--- config.mk ---
export PLATFORM = sky130hd
export DESIGN_NAME = lfsr_rand_arbiter
export DESIGN_NICKNAME = d
export VERILOG_FILES = /design/src/rtl/lfsr_rand_arbiter.sv
export SDC_FILE = /design/constraint.sdc
export NUM_CORES = 1
export LEC_CHECK = 0
export CAP_MARGIN = 5
export CELL_PAD_IN_SITES_DETAIL_PLACEMENT = 1
export CELL_PAD_IN_SITES_GLOBAL_PLACEMENT = 2
export CORE_MARGIN = 3
export CORE_UTILIZATION = 31
export DETAILED_ROUTE_END_ITERATION = 10
export PLACE_DENSITY_LB_ADDON = 0.1
export SLEW_MARGIN = 5
export SYNTH_ARGS = -nofsm -noshare
export SYNTH_HDL_FRONTEND = slang
export SYNTH_SLANG_ARGS = --single-unit
--- constraint.sdc ---
create_clock -name clk -period 2.1 [get_ports clk]
set_input_delay 0.42 -clock clk [delete_from_list [all_inputs] [get_ports clk]]
set_output_delay 0.42 -clock clk [all_outputs]
set_load 0.005 [all_outputs]
--- src/rtl/lfsr_rand_arbiter.sv ---
// lfsr_rand_arbiter: shares one 32-bit Fibonacci LFSR between NUM_REQ
// requesters with round-robin arbitration. Each grant delivers one LFSR
// state, then the LFSR is advanced STEPS times before the next grant so
// consumers never see the same or adjacent states. After reset the LFSR
// is warmed up by WARMUP shifts before the first grant.
// Optional build macro LFSR_SEED_EN adds seed_load/seed_value for runtime
// reseeding (re-enters warm-up, keeps ptr and rand_out).
module lfsr_rand_arbiter #(
    parameter int          NUM_REQ = 4,
    parameter int          STEPS   = 4,
    parameter int          WARMUP  = 32,
    parameter logic [31:0] SEED    = 32'h00000001
) (
    input  logic               clk,
    input  logic               rst_n,
`ifdef LFSR_SEED_EN
    input  logic               seed_load,
    input  logic [31:0]        seed_value,
`endif
    input  logic [NUM_REQ-1:0] req,
    output logic [NUM_REQ-1:0] gnt,
    output logic [31:0]        rand_out,
    output logic               busy
);

    localparam int CNT_MAX = (WARMUP > STEPS) ? WARMUP : STEPS;
    localparam int CW      = (CNT_MAX < 2) ? 1 : $clog2(CNT_MAX + 1);
    localparam int PW      = $clog2(NUM_REQ);

    localparam logic [CW-1:0] WARM_CNT  = CW'(WARMUP);
    localparam logic [CW-1:0] STEP_CNT  = CW'(STEPS);
    localparam logic [31:0]   SEED_SAFE = (SEED == 32'h0) ? 32'h00000001 : SEED;

    typedef enum logic [1:0] {
        ST_WARM = 2'd0,
        ST_IDLE = 2'd1,
        ST_STEP = 2'd2
    } state_t;

    // A zero LFSR state would lock up, so it is replaced by 1.
    function automatic logic [31:0] zero_guard(input logic [31:0] v);
        return (v == 32'h0) ? 32'h00000001 : v;
    endfunction

    function automatic logic [31:0] lfsr_shift(input logic [31:0] v);
        return zero_guard({v[30:0], v[31] ^ v[21] ^ v[1] ^ v[0]});
    endfunction

    state_t               state_reg, state_next;
    logic [31:0]          lfsr_reg, lfsr_next;
    logic [CW-1:0]        cnt_reg, cnt_next;
    logic [PW-1:0]        ptr_reg, ptr_next;
    logic [NUM_REQ-1:0]   gnt_reg, gnt_next;
    logic [31:0]          rand_reg, rand_next;

    logic                 seed_req;
    logic [31:0]          seed_word;

`ifdef LFSR_SEED_EN
    assign seed_req  = seed_load;
    assign seed_word = seed_value;
`else
    assign seed_req  = 1'b0;
    assign seed_word = 32'h0;
`endif

    // Rotated view of the request vector: position gi is requester ptr+gi.
    logic [PW:0]          cand_sum [NUM_REQ];
    logic [PW-1:0]        cand_idx [NUM_REQ];
    logic [NUM_REQ-1:0]   cand_req;
    logic [PW-1:0]        win_idx;
    logic [PW-1:0]        win_inc;
    logic [NUM_REQ-1:0]   win_onehot;

    generate
        for (genvar gi = 0; gi < NUM_REQ; gi++) begin : g_rot
            assign cand_sum[gi] = {1'b0, ptr_reg} + (PW + 1)'(gi);
            assign cand_idx[gi] = (cand_sum[gi] >= (PW + 1)'(NUM_REQ))
                                ? PW'(cand_sum[gi] - (PW + 1)'(NUM_REQ))
                                : PW'(cand_sum[gi]);
            assign cand_req[gi] = req[cand_idx[gi]];
        end
    endgenerate

    // Winner is the first set request at or after ptr (lowest rotated slot).
    always_comb begin
        win_idx = '0;
        for (int i = NUM_REQ - 1; i >= 0; i--) begin
            if (cand_req[i]) begin
                win_idx = cand_idx[i];
            end
        end
        win_inc    = (win_idx == PW'(NUM_REQ - 1)) ? '0 : win_idx + PW'(1);
        win_onehot = NUM_REQ'(1) << win_idx;
    end

    // State register: synchronous active-low reset overrides everything.
    always_ff @(posedge clk) begin
        if (!rst_n) begin
            state_reg <= ST_WARM;
            lfsr_reg  <= SEED_SAFE;
            cnt_reg   <= WARM_CNT;
            ptr_reg   <= '0;
            gnt_reg   <= '0;
            rand_reg  <= 32'h0;
        end else begin
            state_reg <= state_next;
            lfsr_reg  <= lfsr_next;
            cnt_reg   <= cnt_next;
            ptr_reg   <= ptr_next;
            gnt_reg   <= gnt_next;
            rand_reg  <= rand_next;
        end
    end

    // Next-state logic: warm-up shifts, idle arbitration, post-grant stepping.
    always_comb begin
        state_next = state_reg;
        lfsr_next  = lfsr_reg;
        cnt_next   = cnt_reg;
        ptr_next   = ptr_reg;
        gnt_next   = '0;
        rand_next  = rand_reg;
        case (state_reg)
            ST_WARM: begin
                if (cnt_reg != '0) begin
                    lfsr_next = lfsr_shift(lfsr_reg);
                    cnt_next  = cnt_reg - CW'(1);
                end else begin
                    state_next = ST_IDLE;
                end
            end
            ST_IDLE: begin
                if (|req) begin
                    gnt_next   = win_onehot;
                    rand_next  = lfsr_reg;
                    ptr_next   = win_inc;
                    cnt_next   = STEP_CNT;
                    state_next = ST_STEP;
                end
            end
            ST_STEP: begin
                lfsr_next = lfsr_shift(lfsr_reg);
                cnt_next  = cnt_reg - CW'(1);
                if (cnt_reg <= CW'(1)) begin
                    state_next = ST_IDLE;
                end
            end
            default: begin
                state_next = ST_WARM;
                cnt_next   = WARM_CNT;
            end
        endcase
        // Reseed restarts warm-up; ptr and the last delivered value survive.
        if (seed_req) begin
            lfsr_next  = zero_guard(seed_word);
            state_next = ST_WARM;
            cnt_next   = WARM_CNT;
            ptr_next   = ptr_reg;
            gnt_next   = '0;
            rand_next  = rand_reg;
        end
    end

    // Outputs: registered grant/value, busy whenever not idle.
    always_comb begin
        gnt      = gnt_reg;
        rand_out = rand_reg;
        busy     = (state_reg != ST_IDLE);
    end

endmodule

# Word level (Yosys, flattened, before mapping)
# Cells that the tools add are included.
# W data, S select, Z words.
[classes] eq_ne=8 addsub=9 n_mux=27 shift=1 magnitude_cmp=9 n_reduce_logical=10 mul=0 bitwise=3 n_div=0
[op_table] cell="$mux W32" count=2
[op_table] cell="$pmux W32 S2" count=1
[op_table] cell="$logic_not A32 Y1" count=1
[op_table] cell="$mux W2" count=12
[op_table] cell="$pmux W6 S3" count=1
[op_table] cell="$lt A2 B3 Y1 const B" count=4
[op_table] cell="$mux W6" count=2
[op_table] cell="$ge A3 B3 Y1 const B" count=3
[op_table] cell="$bmux W1 S2" count=4
[op_table] cell="$ne A2 B2 Y1 const B" count=4
[op_table] cell="$sub A2 B1 Y2 const B" count=4
[op_table] cell="$add A2 B2 Y3 const B" count=2
[op_table] cell="$le A6 B1 Y1 const B" count=1
[op_table] cell="$pmux W2 S3" count=1
[op_table] cell="$reduce_and A2 Y1" count=3
[op_table] cell="$reduce_and A3 Y1" count=2
[op_table] cell="$reduce_bool A6 Y1" count=1
[op_table] cell="$sub A6 B1 Y6 const B" count=1
[op_table] cell="$eq A2 B2 Y1 const B" count=2
[op_table] cell="$mux W1" count=4
[op_table] cell="$reduce_or A4 Y1" count=1
[op_table] cell="$shl A1 B2 Y4 const A" count=1
[op_table] cell="$add A2 B1 Y3 const B" count=1
[op_table] cell="$ge A2 B3 Y1 const B" count=1
[op_table] cell="other kinds (6)" count=8
[word_totals] reg_bits=78 rom_bits=0 n_memories=0 word_cells=73 mem_bits_rw=0 output_inout_bits=37 input_bits=6 latch_bits=0

# Logic depth before layout (Yosys ltp)
[logic_depth] word_depth=11 ltp_mapped=8 depth_no_buf=7

# Least setup slack after synthesis
# No wires, ideal clock.
[synth_path] path_type="flip-flop to flip-flop" startpoint="register cnt_reg[0]" endpoint="register cnt_reg[3]" period_less_slack_ns=1.788 setup_ns=0.070 n_path_buf=1 t_required_ns=2.030 path_stages_with_launch=8 path_slack_ns=0.312 t_arrival_ns=1.719 path_cell_list="dfxtp_1 > inv_1 > ha_1 > nor4b_2 > and3b_4 > buf_6 > or4_1 > a21oi_1"
[synth_via] elab_chain_len=3 elab_cells_between_ends=6 classes_between="add/sub: 1; eq/ne: 1; mux: 2; reduce/logical: 2"
[synth_lines] item="start, declared" line_no="51" text="logic [CW-1:0] cnt_reg, cnt_next;"
[synth_lines] item="start signal, assigned" line_no="109" text="cnt_reg <= cnt_next;"
[synth_lines] item="$sub A6 B1 Y6 / $reduce_bool A6 Y1 (equally long branches)" line_no="128, 144, 126"
[synth_lines] item="$mux W6 / $ne A2 B2 Y1 (equally long branches)"
[synth_lines] item="$pmux W6 S3 / $reduce_and A2 Y1 (equally long branches)"
# Several ways; a longest one is shown, not always the timed one. The select of a mux whose other input is x is not followed.
# A chain may end at the register's enable or synchronous reset.

# Final worst setup path
[layout_path] startpoint="register state_reg[1]" endpoint="output busy"
[layout_via] elab_chain_len=1
[layout_lines] item="start, declared" line_no="49" text="state_t state_reg, state_next;"
[layout_lines] item="start signal, assigned" line_no="107" text="state_reg <= state_next;"
[layout_lines] item="$ne A2 B1 Y1" line_no="169" text="busy = (state_reg != ST_IDLE);"
[layout_lines] item="end, declared" line_no="23" text="output logic busy"
# Every way passes these cells.

==> metrics.md <==
| Metric | Value |
|---|---|
| Run status | `completed` |
| Pin count of the biggest net entering global routing | `29` |
| Cts bufs inserted | `9` |
| Leading cell types in the layout, fill and taps excluded | `sky130_fd_sc_hd__nand2_1 (130), sky130_fd_sc_hd__dfxtp_1 (78), sky130_fd_sc_hd__a21oi_1 (74)` |
| Minimum setup slack after placement | `-0.00911 ns` |
| Worst Path Class, Setup | `reg2out` |
| Setup crit start kind | `flop` |
| Final worst path period share | `a little over nine tenths` |
| Required time worst endpoint | `around 1.7 ns` |
| Clock latency on the worst-skew pair | `0.34 ns` |
| IO Port Bufs | `42` |
| Sequential area share after synthesis | `51.1%` |
| Mapped Cells | `378` |
| I/O pin count | `43` |
| TritonCTS sink count | `78` |
| Starting DRT DRC Count | `65` |
| Antenna violations before repair | `0` |
| P per Cell Area | `slightly below 1000 nW/um2` |
| DRC viols | `0` |
| Syn_nets | `388` |
| Xor and xnor area share after synthesis | `less than 1%` |
| Vias per inst | `a little under 5` |
| Filler cells | `1123` |
| Most frequent standard cell in the layout excluding fill and tap cells | `sky130_fd_sc_hd__nand2_1` |
| Mux cell area share after synthesis | `0%` |
| Full die area | `11100 um2` |
| Slew @ Worst Pin | `0.403 ns` |
| Final Hold Slack | `0.455 ns` |
| Starting Density | `32.4%` |
| Row count | `35` |
| Biggest area consumer among synthesized cells | `sky130_fd_sc_hd__dfxtp_1` |
| Flip-flop and latch count after synthesis | `78` |
| Dominant combinational cell family by area after synthesis | `simple AND/OR/NAND/NOR gates` |
| Clock Tree Buf Depth | `2` |
| Weighted congestion at the end of routability-driven global placement | `around 0.77` |
| Final ANT Viol Nets | `0` |
| Area used by multi-input combinational logic | `1360 um2` |
| Register area | `between 1500 and 2000 um2` |
| Number of global-route vias before repair | `2778` |
| Hold Crit Class | `reg2reg` |
| Final #Nets | `439` |
| Final-report setup violation count | `0` |
| First drt pass iteration count | `4` |
| Critical path data arrival time | `between 1.5 and 2 ns` |
| Overall global routing resource usage | `14.8%` |
| Hold Violations, Final | `0` |
| Antenna diode count | `0` |
| Fmax | `497 MHz` |
| Area share of fa/ha/maj cells after synthesis | `under 10%` |
| Unrepaired setup endpoints after global routing | `false` |
| Total Routed Length | `7820 um` |
| Leakage power total | `1.36 nW` |
| CP Max Fanout | `6` |
| Syn_area_per_cell | `around 8.1 um2` |
| Relative slew slack | `72.9%` |
| Routed len/inst | `around 14 um` |
| Synth cell types | `44` |
| VDD IR-drop max | `roughly 0.35 mV` |
| Cell area after synthesis | `3050 um2` |
| Max-cap check violation count | `0` |
| Final setup skew | `between 0.007 and 0.008 ns` |
| TritonCTS clock tree | `done` |
| CTS hold repair buffers | `0` |
| Library cell used as clock root buffer | `sky130_fd_sc_hd__clkbuf_8` |
| Congestion Overflow GR | `0` |
| Via total after detailed routing | `2716` |
| Area share of the largest cell type after synthesis | `51.1%` |
| Final Worst Setup Slack | `0.0875 ns` |
| Max-slew violations | `0` |
| Vertical extent of the die | `105 um` |
| Clock slew seen by the registers of the worst setup and hold paths | `approximately 0.080 ns` |
| Maximum level of the CTS H-tree | `3` |
| Global-route wire length before repair | `13500 um` |
| Horizontal die dimension | `105 um` |
| Total core area | `9420 um2` |
| Cell types with the largest area share after synthesis | `sky130_fd_sc_hd__dfxtp_1 (51%), sky130_fd_sc_hd__nand2_1 (16%), sky130_fd_sc_hd__a21oi_1 (12%)` |
| Simple logic cell fraction of the synthesized area | `25.0%` |
| Layout area overhead | `29.5%` |
| Share of the synthesized area in compound gates (AO/OA/AOI/OAI) | `approximately 17%` |
| Synth Warn # | `0` |
| HPWL Detailed | `5580 um` |
| Share of layout cells above drive strength 1 | `11.3%` |
| Crit path capture type | `output port` |
| Final worst path period need | `2.01 ns` |
what timing repair did:
item / CTS / global route
setup endpoints to repair: 0 / 1
hold endpoints to repair: 0 / 0
gates resized for setup: 0 / 1
buffers inserted: 0 / 0
critical path, cell delays in order (launching register included):
cell	delay (ns)
sky130_fd_sc_hd__dfxtp_1	0.43
sky130_fd_sc_hd__and2b_4	0.24
sky130_fd_sc_hd__inv_2	0.08
sky130_fd_sc_hd__clkdlybuf4s50_1	0.50
cell families (layout without fill, tap and decap cells):
group | after synthesis | count (layout)
xor+xnor | 2 | 2
flops | 78 | 78
buf+inv | 31 | 87
simple gates | 169 | 169
compound gates | 94 | 94
fa+ha+maj | 4 | 4
final timing paths:
path | from | end | slack [ns] | depth (start not counted)
setup / recovery | state_reg[1]$_SDFFE_PN0P_ | busy | 0.09 | 3
hold reg to reg | rand_out[6]$_SDFFE_PN0P_ | rand_out[6]$_SDFFE_PN0P_ | 0.46 | 2
hold / removal | rand_out[6]$_SDFFE_PN0P_ | rand_out[6]$_SDFFE_PN0P_ | 0.46 | 2
setup reg to reg | cnt_reg[0]$_SDFFE_PN0P_ | lfsr_reg[29]$_SDFFE_PN0P_ | 0.17 | 7
layer usage:
layer / GRT usage (%) / share of wire, % / up-vias
li1: - / - / 1383
met1: 19.2 / 49 / 1292
met2: 24.2 / 47 / 37
met3: 4.23 / 3.3 / 4
met4: 3.37 / 0.74 / 0
met5: 0 / 0 / -
synthesized netlist by cell type, drive strengths merged:
cell type,n
a211oi,1
a21o,1
a21oi,75
a221oi,1
a22o,1
a32o,1
a32oi,1
and2b,1
and3b,1
and4,2
and4b,1
buf,12
clkbuf,11
clkinv,1
dfxtp,78
ha,4
inv,7
nand2,131
nand2b,3
nand3b,1
nand4,1
nor2,5
nor3,5
nor3b,2
nor4,7
nor4b,2
o2111ai,1
o211ai,1
o21ai,6
o221a,1
o311ai,1
o31ai,2
o32ai,1
or2b,1
or3,2
or4,4
xnor2,1
xor2,1
stage by stage:
stage	TNS [ns]	util, %	cell area, um2	power (W)	cells
after floorplan	0	-	3050	0.00234	378
after global placement	-0.00180	39.6	3730	0.00268	547
after detailed placement	-0.0183	39.6	3730	0.00270	547
after CTS	0	41.9	3950	0.00399	563
after global routing	0	42.0	3960	0.00417	563
final	0	42.0	3960	0.00391	563
power by group:
| part | internal [W] | leakage [nW] | switching [W] |
|---|---|---|---|
| clock network | 0.000705 | 0.110 | 0.000557 |
| logic | 0.000392 | 0.616 | 0.000569 |
| registers | 0.00158 | 0.631 | 0.000110 |
area by class of cell:
cell class	instances	area share, %
Timing Repair Buffer	63	15.6
Clock buffer	11	3.57
Clock inverter	5	2.06
Inverter	8	0.759
Tap cell	129	4.08
Multi-Input combinational cell	269	34.5
Sequential cell	78	39.5
No activity file was read; power rests on OpenSTA's default activity.
